[src/rtl/int_arb_pkg.sv]
// int_arb_pkg: shared FSM state type, source-count limit and index helper for the interrupt arbiter
package int_arb_pkg;

  typedef enum logic [1:0] {ST_IDLE, ST_REQ, ST_SERVICE} int_state_t;

  parameter int N_SRC_MAX = 8;

  function automatic int wrap_inc(input int id, input int n);
    return (id + 1 >= n) ? 0 : id + 1;
  endfunction

endpackage

[src/rtl/int_priority_pick.sv]
// int_priority_pick: first eligible source found searching upward from start, wrapping at N_SRC
module int_priority_pick #(
  parameter int N_SRC = 4,
  parameter int ID_W  = $clog2(N_SRC)
) (
  input  logic [N_SRC-1:0] eligible,
  input  logic [ID_W-1:0]  start,
  output logic [ID_W-1:0]  winner,
  output logic             valid
);

  logic [ID_W-1:0] idx;

  // walk from the farthest offset down so the nearest eligible source to start is the last one kept
  always_comb begin
    winner = '0;
    idx    = '0;
    valid  = |eligible;
    for (int i = N_SRC - 1; i >= 0; i--) begin
      idx = ID_W'((int'(start) + i) % N_SRC);
      if (eligible[idx]) winner = idx;
    end
  end

endmodule

[src/rtl/interrupt_arbiter.sv]
// interrupt_arbiter: edge-latched, masked interrupt arbiter with global I flag feeding the MCU.
// Define INT_ARB_ROUND_ROBIN_EN for rotating priority; otherwise the lowest index wins.
module interrupt_arbiter
  import int_arb_pkg::*;
#(
  parameter int N_SRC = 4,
  parameter int ID_W  = $clog2(N_SRC)
) (
  input  logic             CLK,
  input  logic             RESET_N,
  input  logic [N_SRC-1:0] IRQ,
  input  logic             I_SET,
  input  logic             I_CLR,
  input  logic             INT_ACK,
  input  logic             RETI,
  input  logic             MASK_WE,
  input  logic [N_SRC-1:0] MASK_DATA,
  output logic             INT_R,
  output logic [ID_W-1:0]  INT_ID,
  output logic             I_FLAG,
  output logic [N_SRC-1:0] PENDING,
  output logic [N_SRC-1:0] MASK
);

  int_state_t       state;
  logic [N_SRC-1:0] irq_q;
  logic [N_SRC-1:0] irq_edge;
  logic [N_SRC-1:0] eligible;
  logic [N_SRC-1:0] win_bit;
  logic [ID_W-1:0]  start;
  logic [ID_W-1:0]  winner;
  logic             win_valid;
  logic             ack_take;
  logic             any_elig;

  assign irq_edge = IRQ & ~irq_q;
  assign eligible = I_FLAG ? (PENDING & MASK) : '0;
  assign any_elig = |eligible;
  assign ack_take = (state == ST_REQ) && INT_ACK && win_valid;
  assign win_bit  = ack_take ? (N_SRC'(1) << winner) : '0;
  assign INT_R    = (state == ST_REQ);

`ifdef INT_ARB_ROUND_ROBIN_EN
  logic [ID_W-1:0] last_id;

  // remember the last serviced source; reset value makes source 0 the first candidate
  always_ff @(posedge CLK or negedge RESET_N) begin
    if (!RESET_N) last_id <= ID_W'(N_SRC - 1);
    else if (ack_take) last_id <= winner;
  end

  assign start = ID_W'(wrap_inc(int'(last_id), N_SRC));
`else
  assign start = '0;
`endif

  int_priority_pick #(.N_SRC(N_SRC), .ID_W(ID_W)) u_pick (
    .eligible (eligible),
    .start    (start),
    .winner   (winner),
    .valid    (win_valid)
  );

  // request FSM plus pending, mask, I flag and serviced-ID registers
  always_ff @(posedge CLK or negedge RESET_N) begin
    if (!RESET_N) begin
      state   <= ST_IDLE;
      irq_q   <= '1;
      PENDING <= '0;
      MASK    <= '0;
      I_FLAG  <= 1'b0;
      INT_ID  <= '0;
    end else begin
      irq_q   <= IRQ;
      MASK    <= MASK_WE ? MASK_DATA : MASK;
      PENDING <= (PENDING & ~win_bit) | irq_edge;
      I_FLAG  <= (ack_take || I_CLR) ? 1'b0 : I_SET ? 1'b1 : I_FLAG;
      INT_ID  <= ack_take ? winner : INT_ID;
      state   <= (state == ST_IDLE) ? (any_elig ? ST_REQ : ST_IDLE) :
                 (state == ST_REQ)  ? (!any_elig ? ST_IDLE : INT_ACK ? ST_SERVICE : ST_REQ) :
                                      (RETI ? ST_IDLE : ST_SERVICE);
    end
  end

endmodule
[config.mk]
export PLATFORM = sky130hd
export DESIGN_NAME = interrupt_arbiter
export DESIGN_NICKNAME = d
export VERILOG_FILES = /design/src/rtl/int_arb_pkg.sv /design/src/rtl/int_priority_pick.sv /design/src/rtl/interrupt_arbiter.sv
export SDC_FILE = /design/constraint.sdc
export NUM_CORES = 1
export LEC_CHECK = 0
export CORE_MARGIN = 2
export CORE_UTILIZATION = 40
export DETAILED_ROUTE_END_ITERATION = 10
export PLACE_DENSITY = 0.77
export SLEW_MARGIN = 20
export SYNTH_ARGS = -nofsm -noshare
export SYNTH_HDL_FRONTEND = slang
export SYNTH_HIERARCHICAL = 1
export SYNTH_SLANG_ARGS = --single-unit
[constraint.sdc]
create_clock -name CLK -period 4.4 [get_ports CLK]
set_clock_uncertainty 0.15 [all_clocks]
set_input_delay 0.88 -clock CLK [delete_from_list [all_inputs] [get_ports CLK]]
set_output_delay 0.88 -clock CLK [all_outputs]
set_load 0.1 [all_outputs]
==> results of run 1 <==
-- registers in the layout, indices dropped and copies added, names as in the netlist --
register / flops
PENDING: 4
MASK: 4
INT_ID: 2
state: 2
I_FLAG: 1
irq_q: 4
-- power breakdown --
part / total [uW] / switching [uW] / internal [uW]
clock network: 84.1 / 50.3 / 33.9
logic: 220 / 156 / 64.7
registers: 191 / 15.1 / 176
total: 496 / 221 / 275
-- logic make-up after synthesis --
family | synth area share
buffers and inverters | 0.02884
DFF | 0.5513
and+or+nand+nor | 0.1827
AOI/OAI and AO/OA | 0.1234
other | 0.004803
muxes | 0.1090
-- worst paths after layout --
kind	start	to	slack (ps)	depth (start not counted)
max	state[0]$_DFF_PN0_	INT_R	1350	2
min	irq_q[0]$_DFF_PN1_	PENDING[0]$_DFF_PN0_	350	1
max reg2reg	I_FLAG$_DFFE_PN0P_	PENDING[2]$_DFF_PN0_	2600	7
min reg2reg	irq_q[0]$_DFF_PN1_	PENDING[0]$_DFF_PN0_	350	1
max in group asynchronous	RESET_N	MASK[1]$_DFFE_PN0P_	2780	1
min in group asynchronous	RESET_N	INT_ID[1]$_DFFE_PN0P_	860	1
-- layout make-up --
cell class / instances / area share
Multi-Input combinational cell: 54 / 0.3167
Inverter: 6 / 0.01993
Clock buffer: 3 / 0.01993
Tap cell: 25 / 0.02769
Timing Repair Buffer: 26 / 0.2303
Clock inverter: 1 / 0.004430
Sequential cell: 17 / 0.3810
-- synthesized netlist by cell type --
library cell and n:
a21oi_1 2, o31ai_1 1, inv_1 6, and4b_1 1
nor3b_1 1, o21ai_1 1, mux2i_1 1, nand4b_4 1
nor2_1 5, nand2b_1 4, dfrtp_1 13, and3_1 5
mux2_2 4, nand2_1 4, o21ai_0 6, a22o_1 1
conb_1 1, nor3_1 1, a22oi_1 2, a211oi_1 1
a211oi_2 1, mux2_4 2, dfstp_2 4, nor2b_1 1
-- through the flow --
| step | hold slack (ps) | util | std cells |
|---|---|---|---|
| 6_report | 349.6 | 0.6337 | 132 |
| 5_1_grt | 397.1 | 0.6337 | 132 |
| 4_1_cts | 357.1 | 0.6337 | 132 |
| 3_5_place_dp | 336.6 | 0.6182 | 128 |
| 3_3_place_gp | 328.2 | 0.6182 | 128 |
| 2_1_floorplan | 321.4 | - | 77 |
-- routing by layer --
metal  vias up  routed length (um)  track usage
li1        310                   -            -
met1       292                 730       0.2172
met2        20                 795       0.2711
met3         8                  53      0.02593
met4         0                  35      0.08108
met5         -                   0            0
-- worst register-to-register path, delay by kind of cell (launching register included) --
| kind | cells | cell delay [ps] |
|---|---|---|
| flip-flops | 1 | 460 |
| AND/OR/NAND/NOR | 4 | 780 |
| AO/OA/AOI/OAI | 3 | 300 |
==> flow_summary.yaml, run 1 <==
timing:
  slew_headroom: 0.3493
  fin_crit_sh: 0.6937
  tightest_slew_ps: 973.0
  final-hold-violation-count: 0
  fmax_mhz: 327.6
  rsz0062_at_grt: "no"
  min_period_ps: 3052
  finalMaxSlewViolations: 0
  setup_viol_count_final: 0
  fin_tns_setup_ps: 0
  fin_ws_ps: 1348
setup_path:
  cp_top_family: "buffers and inverters"
  slowest_stage: "clkdlybuf4s50_1"
  cp_slowest_stage_delay_ps: 1140
  worstPathArrival_ps: 2020
  crit_path_max_fanout: 4
  critPathRequiredTime_ps: 3370
  path_buf_inv: 1
  end_kind: "output port"
  path_cells: "nor2b_1 > clkdlybuf4s50_1"
  startpoint_type: "flop"
  criticalPathCategory: "flop to output port"
yosys:
  synthTopCellsByArea: "dfrtp_1, dfstp_2, mux2_2"
  synth_top_area_frac: 0.4167
  synth_top_cell_by_area: "dfrtp_1"
  synth.distinct_cells: 24
  syn_avg_cell_area_sq_um: 11.32
  synthesis.area_sq_um: 780.7
  syn_inst: 69
  yosysSeqAreaShare: 0.5513
  ys_warn_count: 6
  ys_seq_elements: 17
routing:
  routed_wl_um: 1614
  antenna_left: 0
  wire_per_inst_um: 12.23
  drc: 0
  vias_per_cell: 4.773
  vias: 630
  drtIter0Drc: 13
  dr.pass1.iters: 4
grt:
  grt_pass1_vias: 601
  grt_usage: 0.1669
  grt_pass1_wl_um: 2642
  grt.overflow.total: 0
  antenna_found_initial: 0
  grt_max_degree: 18
final_layout:
  drive_above_1_share: 0.1495
  layout_commonest_cell: "clkdlybuf4s50_1"
  fillers: 151
  final_area_sq_um: 1130
  layout.nets: 123
  seqCellArea_sq_um: 430.4
  diodes: 0
  area_growth_pct: 44.71
  multi_input_area_sq_um: 357.8
  final_cell_mix: "clkdlybuf4s50_1, dfrtp_1, conb_1"
clock_network:
  clkLatencyLatePin_ps: 290
  cts_tree: "built"
  numCtsBuffers: 3
  cts.sinks: 17
  postCtsHoldBufs: 0
  ctsRootBufferMaster: "clkbuf_4"
  clockBufferDepth: 2
  htree_levels: 1
  postCtsSetupBuffers: 0
  path_clk_slew_ps: 100
  ctsResizeCount: 0
floorplanning:
  row_count: 15
  fp.dieH_um: 48.18
  ioPinCount: 27
  die_area_sq_um: 2321
  core_area_sq_um: 1783
  initial_utilization: 0.4379
  fp.dieW_um: 48.18
placement:
  place_area_sq_um: 1102
  gp_congestion: 0.8330
  io_buffers: 26
  pre_cts_ws_ps: 1654
  dp_hpwl_um: 1283
power_and_ir_drop:
  power.density_nw_per_um2: 438.8
  ir_drop_mv: 0.3023
  power_uw: 495.8
  leakagePower_uw: 0.0005288
flow_run:
  drv_cap: 0
status:
  status: "completed"
worst_hold_path:
  hp-class: "flop to flop"
No activity file was read; power rests on OpenSTA's default activity.
==> run 2, diff against run 1 <==
==> constraint.sdc (replaced) <==
create_clock -name CLK -period 3.15 [get_ports CLK]
set_clock_uncertainty 0.15 [all_clocks]
set_input_delay 0.63 -clock CLK [delete_from_list [all_inputs] [get_ports CLK]]
set_output_delay 0.63 -clock CLK [all_outputs]
set_load 0.1 [all_outputs]
==> run 2 against run 1 <==
Against the previous run:
- routed wire length shrank 5.2%
- highest routed layer unchanged
- cell area shrank 2.7%
- sequential share of layout area grew 1.0 points
- largest power group unchanged
- worst hold slack gained 8.9 ps
- setup slack lost 150 ps
- register-to-register slack lost 1200 ps
==> flow_summary.yaml, run 2 (same netlist as run 1, synthesis figures left out) <==
clock_network:
  path_clk_slew_ps: 100
  htree_levels: 1
  clkLatencyLatePin_ps: 290
  cts_tree: "built"
  postCtsHoldBufs: 0
  clockBufferDepth: 2
  ctsResizeCount: 0
  ctsRootBufferMaster: "clkbuf_4"
  postCtsSetupBuffers: 0
  cts.sinks: 17
  numCtsBuffers: 3
timing:
  setup_viol_count_final: 0
  rsz0062_at_grt: "no"
  min_period_ps: 1956
  whs_ps: 358.6
  fmax_mhz: 511.2
  finalMaxSlewViolations: 0
  tightest_slew_ps: 737.0
  fin_ws_ps: 1194
  fin_tns_setup_ps: 0
  slew_headroom: 0.5072
  final-hold-violation-count: 0
  fin_crit_sh: 0.6210
final_layout:
  diodes: 0
  reg_top3: "MASK x4, PENDING x4, irq_q x4"
  layout_commonest_cell: "clkdlybuf4s50_1"
  drive_above_1_share: 0.2617
  fillers: 160
  layout.nets: 123
  final_cell_mix: "clkdlybuf4s50_1, dfrtp_1, buf_4"
  area_growth_pct: 40.86
  fin_util: 0.6168
flow_run:
  drv_cap: 0
grt:
  grt_usage: 0.1604
  grt.overflow.total: 0
  grt_pass1_vias: 593
  antenna_found_initial: 0
  grt_pass1_wl_um: 2497
  grt_max_degree: 18
floorplanning:
  die_area_sq_um: 2321
  row_count: 15
  core_area_sq_um: 1783
  fp.dieW_um: 48.18
  fp.dieH_um: 48.18
  initial_utilization: 0.4379
  ioPinCount: 27
setup_path:
  slowest_stage: "dfrtp_1"
  startpoint_type: "flop"
  criticalPathCategory: "flop to output port"
  regToRegStartpoint: "I_FLAG$_DFFE_PN0P_"
  cp_slowest_stage_delay_ps: 430
  crit_path_max_fanout: 4
  end_kind: "output port"
  startpoint: "state[0]$_DFF_PN0_"
  path_cells: "nor2b_1 > buf_4"
  critPathRequiredTime_ps: 2370
  worstPathArrival_ps: 1180
placement:
  gp_congestion: 0.8260
  io_buffers: 26
  dp_hpwl_um: 1227
  pre_cts_ws_ps: 1202
power_and_ir_drop:
  leakagePower_uw: 0.0005378
  p_sw_uw: 305.8
  p_int_uw: 375.2
  swShare: 0.4490
  pwr-share-clk: 0.170
  power.density_nw_per_um2: 619.2
  power_uw: 681.0
  power_frac_seq: 0.393
  ir_drop_mv: 0.4704
  p_comb_frac: 0.438
routing:
  antenna_left: 0
  dr.pass1.iters: 4
  vias: 621
  wire_per_inst_um: 11.59
  drc: 0
  vias_per_cell: 4.705
  drtIter0Drc: 5
  routed_wl_um: 1530
status:
  status: "completed"
worst_hold_path:
  hp-class: "flop to flop"
  worstHoldStart: "irq_q[0]$_DFF_PN1_"
-- run 2: changes by cell type in the layout (fill, tap and decap cells not counted) --
cell	before	now
buf_4	0	12
clkdlybuf4s50_1	26	14
-- run 2: critical path, delay by kind of cell, from the launching register on --
kind | cells | cell delay, ps
AND/OR/NAND/NOR | 1 | 160
buffers and inverters | 1 | 300
flip-flops | 1 | 430
-- run 2: cell type report --
class | count | area (sq um) | area share
Sequential cell | 17 | 430.4 | 0.3914
Multi-Input combinational cell | 54 | 357.8 | 0.3254
Timing Repair Buffer | 26 | 230.2 | 0.2093
Tap cell | 25 | 31.28 | 0.02844
Clock buffer | 3 | 22.52 | 0.02048
Inverter | 6 | 22.52 | 0.02048
Clock inverter | 1 | 5.005 | 0.004551
-- run 2: layer usage --
| metal | part of all wire | global-route usage | up-vias |
|---|---|---|---|
| met5 | 0 | 0 | - |
| met4 | 0.018 | 0.06486 | 0 |
| met3 | 0.060 | 0.07778 | 4 |
| met2 | 0.46 | 0.2316 | 16 |
| met1 | 0.46 | 0.2056 | 288 |
| li1 | - | - | 313 |
-- run 2: final timing paths --
path	end	slack (ps)	cells past startpoint
max in group asynchronous	MASK[1]$_DFFE_PN0P_	1770	1
min reg2reg	PENDING[0]$_DFF_PN0_	360	1
max	INT_R	1190	2
min in group asynchronous	INT_ID[1]$_DFFE_PN0P_	620	1
min	PENDING[0]$_DFF_PN0_	360	1
max reg2reg	PENDING[1]$_DFF_PN0_	1360	7
-- run 2: through the flow --
step                      cell area [sq um]  instances
after floorplan                       810.8         77
final                                  1100        132
after CTS                              1100        132
after detailed placement               1072        128
after global routing                   1100        132
after global placement                 1072        128
-- run 2: power groups by stage --
stage               clock [uW]  combinational, uW  sequential [uW]
floorplan                    0               73.4              421
global placement             0                295              272
detailed placement           0                299              272
CTS                        124                300              268
global route               136                313              272
finish                     115                298              267
